[src/rtl/flash_read_fsm.sv]
// Single-word Avalon-MM flash read sequencer with a readdatavalid timeout.
// A held start causes one read only; RELEASE waits for start to drop.
module flash_read_fsm #(
    parameter int TIMEOUT = 255
) (
    input  logic        clk,
    input  logic        rst,
    input  logic        start,
    input  logic [22:0] address,
    output logic        finish,
    output logic [31:0] data,
    output logic        timeout_err,
    output logic        busy,
    output logic        flash_mem_read,
    output logic [22:0] flash_mem_address,
    output logic [3:0]  flash_mem_byteenable,
    input  logic        flash_mem_waitrequest,
    input  logic [31:0] flash_mem_readdata,
    input  logic        flash_mem_readdatavalid
);

    typedef enum logic [2:0] {
        IDLE,
        REQ,
        WAIT_DATA,
        DONE,
        RELEASE
    } state_t;

    localparam logic [7:0] LAST = 8'(TIMEOUT - 1);

    state_t      state_q, state_d;
    logic [22:0] addr_q, addr_d;
    logic [31:0] data_q, data_d;
    logic        err_q, err_d;
    logic [7:0]  cnt_q, cnt_d;

    always_ff @(posedge clk) begin
        if (rst) begin
            state_q <= IDLE;
            addr_q  <= '0;
            data_q  <= '0;
            err_q   <= 1'b0;
            cnt_q   <= '0;
        end else begin
            state_q <= state_d;
            addr_q  <= addr_d;
            data_q  <= data_d;
            err_q   <= err_d;
            cnt_q   <= cnt_d;
        end
    end

    always_comb begin
        state_d = state_q;
        addr_d  = addr_q;
        data_d  = data_q;
        err_d   = err_q;
        cnt_d   = cnt_q;
        unique case (state_q)
            IDLE: begin
                if (start) begin
                    addr_d  = address;
                    state_d = REQ;
                end
            end
            REQ: begin
                if (!flash_mem_waitrequest) begin
                    cnt_d   = '0;
                    state_d = WAIT_DATA;
                end
            end
            WAIT_DATA: begin
                // Returned data beats the timeout on the same edge.
                if (flash_mem_readdatavalid) begin
                    data_d  = flash_mem_readdata;
                    err_d   = 1'b0;
                    state_d = DONE;
                end else if (cnt_q == LAST) begin
                    data_d  = '0;
                    err_d   = 1'b1;
                    state_d = DONE;
                end else begin
                    cnt_d = cnt_q + 8'd1;
                end
            end
            DONE: begin
                state_d = RELEASE;
            end
            RELEASE: begin
                if (!start) begin
                    state_d = IDLE;
                end
            end
            default: begin
                state_d = IDLE;
            end
        endcase
    end

    assign finish               = (state_q == DONE);
    assign timeout_err          = finish & err_q;
    assign busy                 = (state_q != IDLE);
    assign flash_mem_read       = (state_q == REQ);
    assign flash_mem_address    = addr_q;
    assign flash_mem_byteenable = 4'b1111;
    assign data                 = data_q;

endmodule

[config.mk]
export PLATFORM = sky130hd
export DESIGN_NAME = flash_read_fsm
export DESIGN_NICKNAME = d
export VERILOG_FILES = /design/src/rtl/flash_read_fsm.sv
export SDC_FILE = /design/constraint.sdc
export NUM_CORES = 1
export LEC_CHECK = 0
export CAP_MARGIN = 20
export CORE_MARGIN = 2
export CORE_UTILIZATION = 40
export CTS_CLUSTER_SIZE = 12
export DETAILED_ROUTE_END_ITERATION = 12
export PLACE_DENSITY = 0.79
export SLEW_MARGIN = 0
export SYNTH_ARGS = -nofsm -noshare
export SYNTH_HDL_FRONTEND = slang
export SYNTH_SLANG_ARGS = --single-unit
[constraint.sdc]
create_clock -name clk -period 1.7 [get_ports clk]
set_input_delay 0.425 -clock clk [delete_from_list [all_inputs] [get_ports clk]]
set_output_delay 0.425 -clock clk [all_outputs]
set_load 0.05 [all_outputs]
# --- Word-level counts from Yosys, hierarchy flattened ---
# Index checks and enable logic that the tools add are counted.
totals:
  register_bits: 67
  latchBits: 0
  mem_bits_rw: 0
  romBits: 0
  inputBits: 60
  out_inout_bits: 63
  word_cells: 40
  n_memories: 0
op_classes:
  addsub: 1
  n_mul: 0
  div_mod_pow: 0
  order_cmp: 0
  eq_ne: 11
  shifts: 0
  mux: 14
  bitwise_logic: 1
  n_reduce_logical: 8
op_table:
  columns: ["cell", "count"]
  rows:
  - ["2-to-1 mux 32 bit", 2]
  - ["2-to-1 mux 8 bit", 3]
  - ["case mux 8 bit (2 select lines)", 1]
  - ["2-to-1 mux 3 bit", 5]
  - ["case mux 3 bit (5 select lines)", 1]
  - ["!= test 2 bit (second input constant)", 5]
  - ["adder 8 x 1 -> 8 bit (second input constant)", 1]
  - ["equality test 8 bit (second input constant)", 1]
  - ["AND reduction 4 bit", 2]
  - ["equality test 3 x 2 -> 1 bit (second input constant)", 2]
  - ["AND reduction 2 bit", 2]
  - ["nonzero test 2 bit", 2]
  - ["equality test 3 x 1 -> 1 bit (second input constant)", 1]
  - ["equality test 3 bit (second input constant)", 1]
  - ["zero test 3 bit", 1]
  - ["!= test 3 bit (second input constant)", 1]
  - ["nonzero test 3 bit", 1]
  - ["2-to-1 mux 1 bit", 2]
  - ["bitwise AND 1 bit", 1]

# --- Logic depth before layout (Yosys ltp) ---
depth:
  depth_word: 4
  ltp_mapped: 7
  ltp_nobuf: 6

# --- Worst setup path after synthesis ---
# OpenSTA, ideal clock, no wires.
synth_path:
  path_type: "flip-flop to flip-flop"
  from: "register state_q[0]"
  to: "register cnt_q[6]"
  setup_ns: 0.122
  arrival_ns: 1.382
  required_ns: 1.578
  setup_slack_ns: 0.196
  stages_incl_launch_ff: 6
  n_path_buf: 1
  period_less_slack_ns: 1.504
  cell_sequence: "dfxtp_1 buf_2 or4b_4 clkinv_2 nor3_2 a221o_1"
synth_between:
  elab_chain_len: 3
  word_cells_on_any_way: 8
synth_lines:
  columns: ["item", "line_no", "text"]
  rows:
  - ["from (decl)", "32", "state_t state_q, state_d;"]
  - ["from (signal assigned)", "46", "state_q <= state_d;"]
  - ["equality test 3 x 2 -> 1 bit / equality test 3 x 1 -> 1 bit (equally long branches)", "60", "unique case (state_q)"]
  - ["!= test 2 bit (no line) / nonzero test 2 bit (equally long branches)", null, null]
  - ["AND reduction 4 bit (no line)", null, null]
  - ["to (signal assigned)", "50", "cnt_q <= cnt_d;"]
  - ["to (decl)", "36", "logic [7:0] cnt_q, cnt_d;"]
# Parallel ways exist; a longest one is shown, timed or not.
# A chain may end at the register's enable or synchronous reset.

# --- Worst setup path after layout ---
layout_path:
  from: "register state_q[2]"
  to: "output timeout_err"
layout_between:
  elab_chain_len: 2
layout_lines:
  columns: ["item", "line_no", "text"]
  rows:
  - ["equality test 3 x 2 -> 1 bit", "101", "assign finish = (state_q == DONE);"]
  - ["bitwise AND 1 bit", "102", "assign timeout_err = finish & err_q;"]
  - ["to (decl)", "12", "output logic timeout_err,"]
# No other way between the ends.

==> metrics.md <==
| Metric | Value |
|---|---|
| Final nets | `464` |
| DP HPWL | `4992 um` |
| DIE WIDTH | `83.14 um` |
| Num ports | `123` |
| Routed wire length per instance | `15.02 um` |
| DP Area | `0.003792 sq mm` |
| Clock Skews | `10.71 ps` |
| Clock buffer depth | `2` |
| Worst Setup SP | `state_q[2]` |
| Area delta synth->final | `64.24%` |
| Initial antenna violation count | `0` |
| Pins Over Slew Limit | `0` |
| Minimum clock period after layout | `1690 ps` |
| Yosys reg bits | `67` |
| Area occupied by multi-input gates | `0.001061 sq mm` |
| Post-synth EDFFs | `0` |
| CP max-delay cell | `dfxtp_4` |
| Fin crit share | `99.40%` |
| Synthesized area | `0.002505 sq mm` |
| Hold worst-path end | `flash_mem_address[16]` |
| Area share of the largest cell type after synthesis | `53.55%` |
| Core Rows | `28` |
| Largest net degree at the start of global routing | `33` |
| Fillers | `463` |
| Inserted Clock Buffers | `9` |
| Reg2reg path depth | `5` |
| Cell taking the most area after synthesis | `dfxtp_1` |
| Synth top cells by count | `dfxtp_1, nand2_1, a22o_1` |
| RSZ-0062 raised after global routing | `yes` |
| Highest clock rate | `591.8 MHz` |
| Port Buffers | `118` |
| Internal reg-to-reg setup slack | `50 ps` |
| Clk_lat worst skew | `350 ps` |
| CP Cell Sequence | `and2b_2 -> and3_4 -> buf_12` |
| Critical Path Max Stage Delay | `360 ps` |
| Worst Min Path Start | `flash_mem_address[16]` |
| Detailed Routing Iterations Pass 1 | `4` |
| MaxCap Viol Count | `0` |
| First-pass GRT wire length | `11490 um` |
| Die Y | `83.14 um` |
| Final Hold Viols | `0` |
| CP required | `1270 ps` |
| CTS clock-pin slew for the worst setup and hold paths | `70 ps` |
| GPL Wtd Cong | `0.9554` |
| 1st-iter DRT viols | `106` |
| Status | `complete, no violations` |
| CTS tree | `built` |
| Avg Inst Size Synth | `9.382 sq um` |
| Final instance area | `0.004114 sq mm` |
| R2r endpoint | `cnt_q[1]` |
| WS Path Type | `flop to output pin` |
| Worst hold stages | `2` |
| Worst vdd rail ir drop | `0.8602 mV` |
| Pre-CTS setup slack | `-278.5 ps` |
| DRC viols | `0` |
| Initial core utilization | `41.81%` |
| PD cells | `1018 mW/mm^2` |
| Most used DFF post-synth | `dfxtp_1` |
| Synth cell types | `38` |
| Synth Warn # | `0` |
| R2R Path Start | `state_q[2]` |
| Asr flop ratio synth | `0%` |
| Finished Core Util | `68.67%` |
| Vias | `2449` |
| CP endpoint kind | `output pin` |
| Tot GR Track Use | `20.63%` |
| Leak | `1.775 nW` |
| Crit path max fanout | `4` |
| Placed instance count | `463` |
| GRT Residual Overflow | `0` |
| Post-Syn Instances | `267` |
| Root buffer cell | `clkbuf_8` |
| Detail Route Antenna Nets | `0` |
| Die ar. | `0.006911 sq mm` |
| CTS Hold Bufs | `0` |
| Clk sinks | `67` |
| Cell with the most instances after synthesis | `dfxtp_1` |
| Core area | `0.005991 sq mm` |
| Setup violators final | `0` |
| Crit path DAT | `1260 ps` |
| Total wire length | `7242 um` |
| Layout cell share with drive strength beyond 1 | `28.75%` |
| Vias in the first global route | `2464` |
| Final setup margin | `10.14 ps` |
| Tightest Hold Check Type | `flop to flop` |
| Seq/Total Area, Yosys | `53.55%` |
| Ranking of synthesized cells by area | `dfxtp_1, a22o_1, nand2_1` |
| Non-filler cells, final | `482` |
| CP Launch Type | `flop` |
| Drt via density | `5.081` |
| Antenna fix cells | `0` |
| Register Area | `0.001350 sq mm` |
| H-tree levels | `3` |
-- through the flow --
stage          setup TNS [ps]  hold WS (ps)  power [mW]
2_1_floorplan               0         465.2       2.118
3_3_place_gp            -4008         442.1       2.446
3_5_place_dp            -5738         449.8       2.457
4_1_cts                     0         459.8       4.219
5_1_grt                -84.56         479.4       4.360
6_report                    0         457.2       4.187
-- worst max-delay path by stage --
| stage | end | slack, ps | cells past startpoint |
|---|---|---|---|
| floorplan | cnt_q[6] | 200 | 5 |
| global placement | cnt_q[1] | -260 | 5 |
| detailed placement | cnt_q[1] | -280 | 5 |
| CTS | timeout_err | 20 | 3 |
| global route | cnt_q[7] | -50 | 7 |
| finish | timeout_err | 10 | 3 |
-- flip-flops by register name, indices dropped and copies added, names as in the netlist --
name               flops
data                  32
flash_mem_address     23
cnt_q                  8
state_q                3
err_q                  1
-- final cells by class --
cell class	count	area share (%)
Clock buffer	10	3.102
Clock inverter	6	3.315
Inverter	6	0.5779
Multi-Input combinational cell	175	25.79
Sequential cell	67	32.82
Tap cell	75	2.281
Timing Repair Buffer	143	32.12
-- logic make-up (layout without fill, tap and decap cells) --
family	count (synthesis)	after routing	share of synthesized area (%)
other	1	4	0.1497
AND/OR/NAND/NOR	92	92	17.63
AO/OA/AOI/OAI	77	77	21.93
adder cells (fa/ha/maj)	2	2	0.9988
buffers and inverters	28	165	5.744
flip-flops	67	67	53.55
-- cell usage in the layout (no fill, tap or decap), types with 2 or more instances in the layout --
cell type,instances
nand3_1,4
nand4_1,2
nand2_1,50
inv_2,2
buf_4,76
nor3_1,6
bufinv_16,4
a22o_1,34
o32ai_2,2
clkdlybuf4s50_1,59
clkbuf_8,9
buf_12,8
o21ai_0,3
a21oi_1,28
inv_1,3
conb_1,4
dfxtp_4,2
nor2_1,10
ha_1,2
dfxtp_1,64
nor2b_1,2
and3_1,6
o21a_1,2
-- repair_timing --
item                       in CTS  in global routing
setup buffers                   3                  1
setup endpoints to repair       4                 34
pin swaps                       2                  2
resized for setup               7                  6
hold endpoints to repair        0                  0
-- critical path, delay by kind of cell, from the launching register on --
family,cells,cell delay (ps)
and+or+nand+nor,2,440
DFF,1,360
buffers and inverters,1,130
-- routing by layer --
layer / global-route usage [%] / share of wire (%) / vias up
met3: 6.064 / 6.5 / 11
li1: - / - / 1203
met4: 10.58 / 1.7 / 0
met1: 22.86 / 40 / 1141
met2: 35.70 / 52 / 94
met5: 0 / 0 / -
-- where the power goes --
| part | switching, mW | internal, mW |
|---|---|---|
| registers | 0.0396 | 1.63 |
| logic | 0.435 | 0.333 |
| clock network | 0.621 | 1.13 |
| total | 1.10 | 3.09 |
Power figures use the tool's default switching activity.
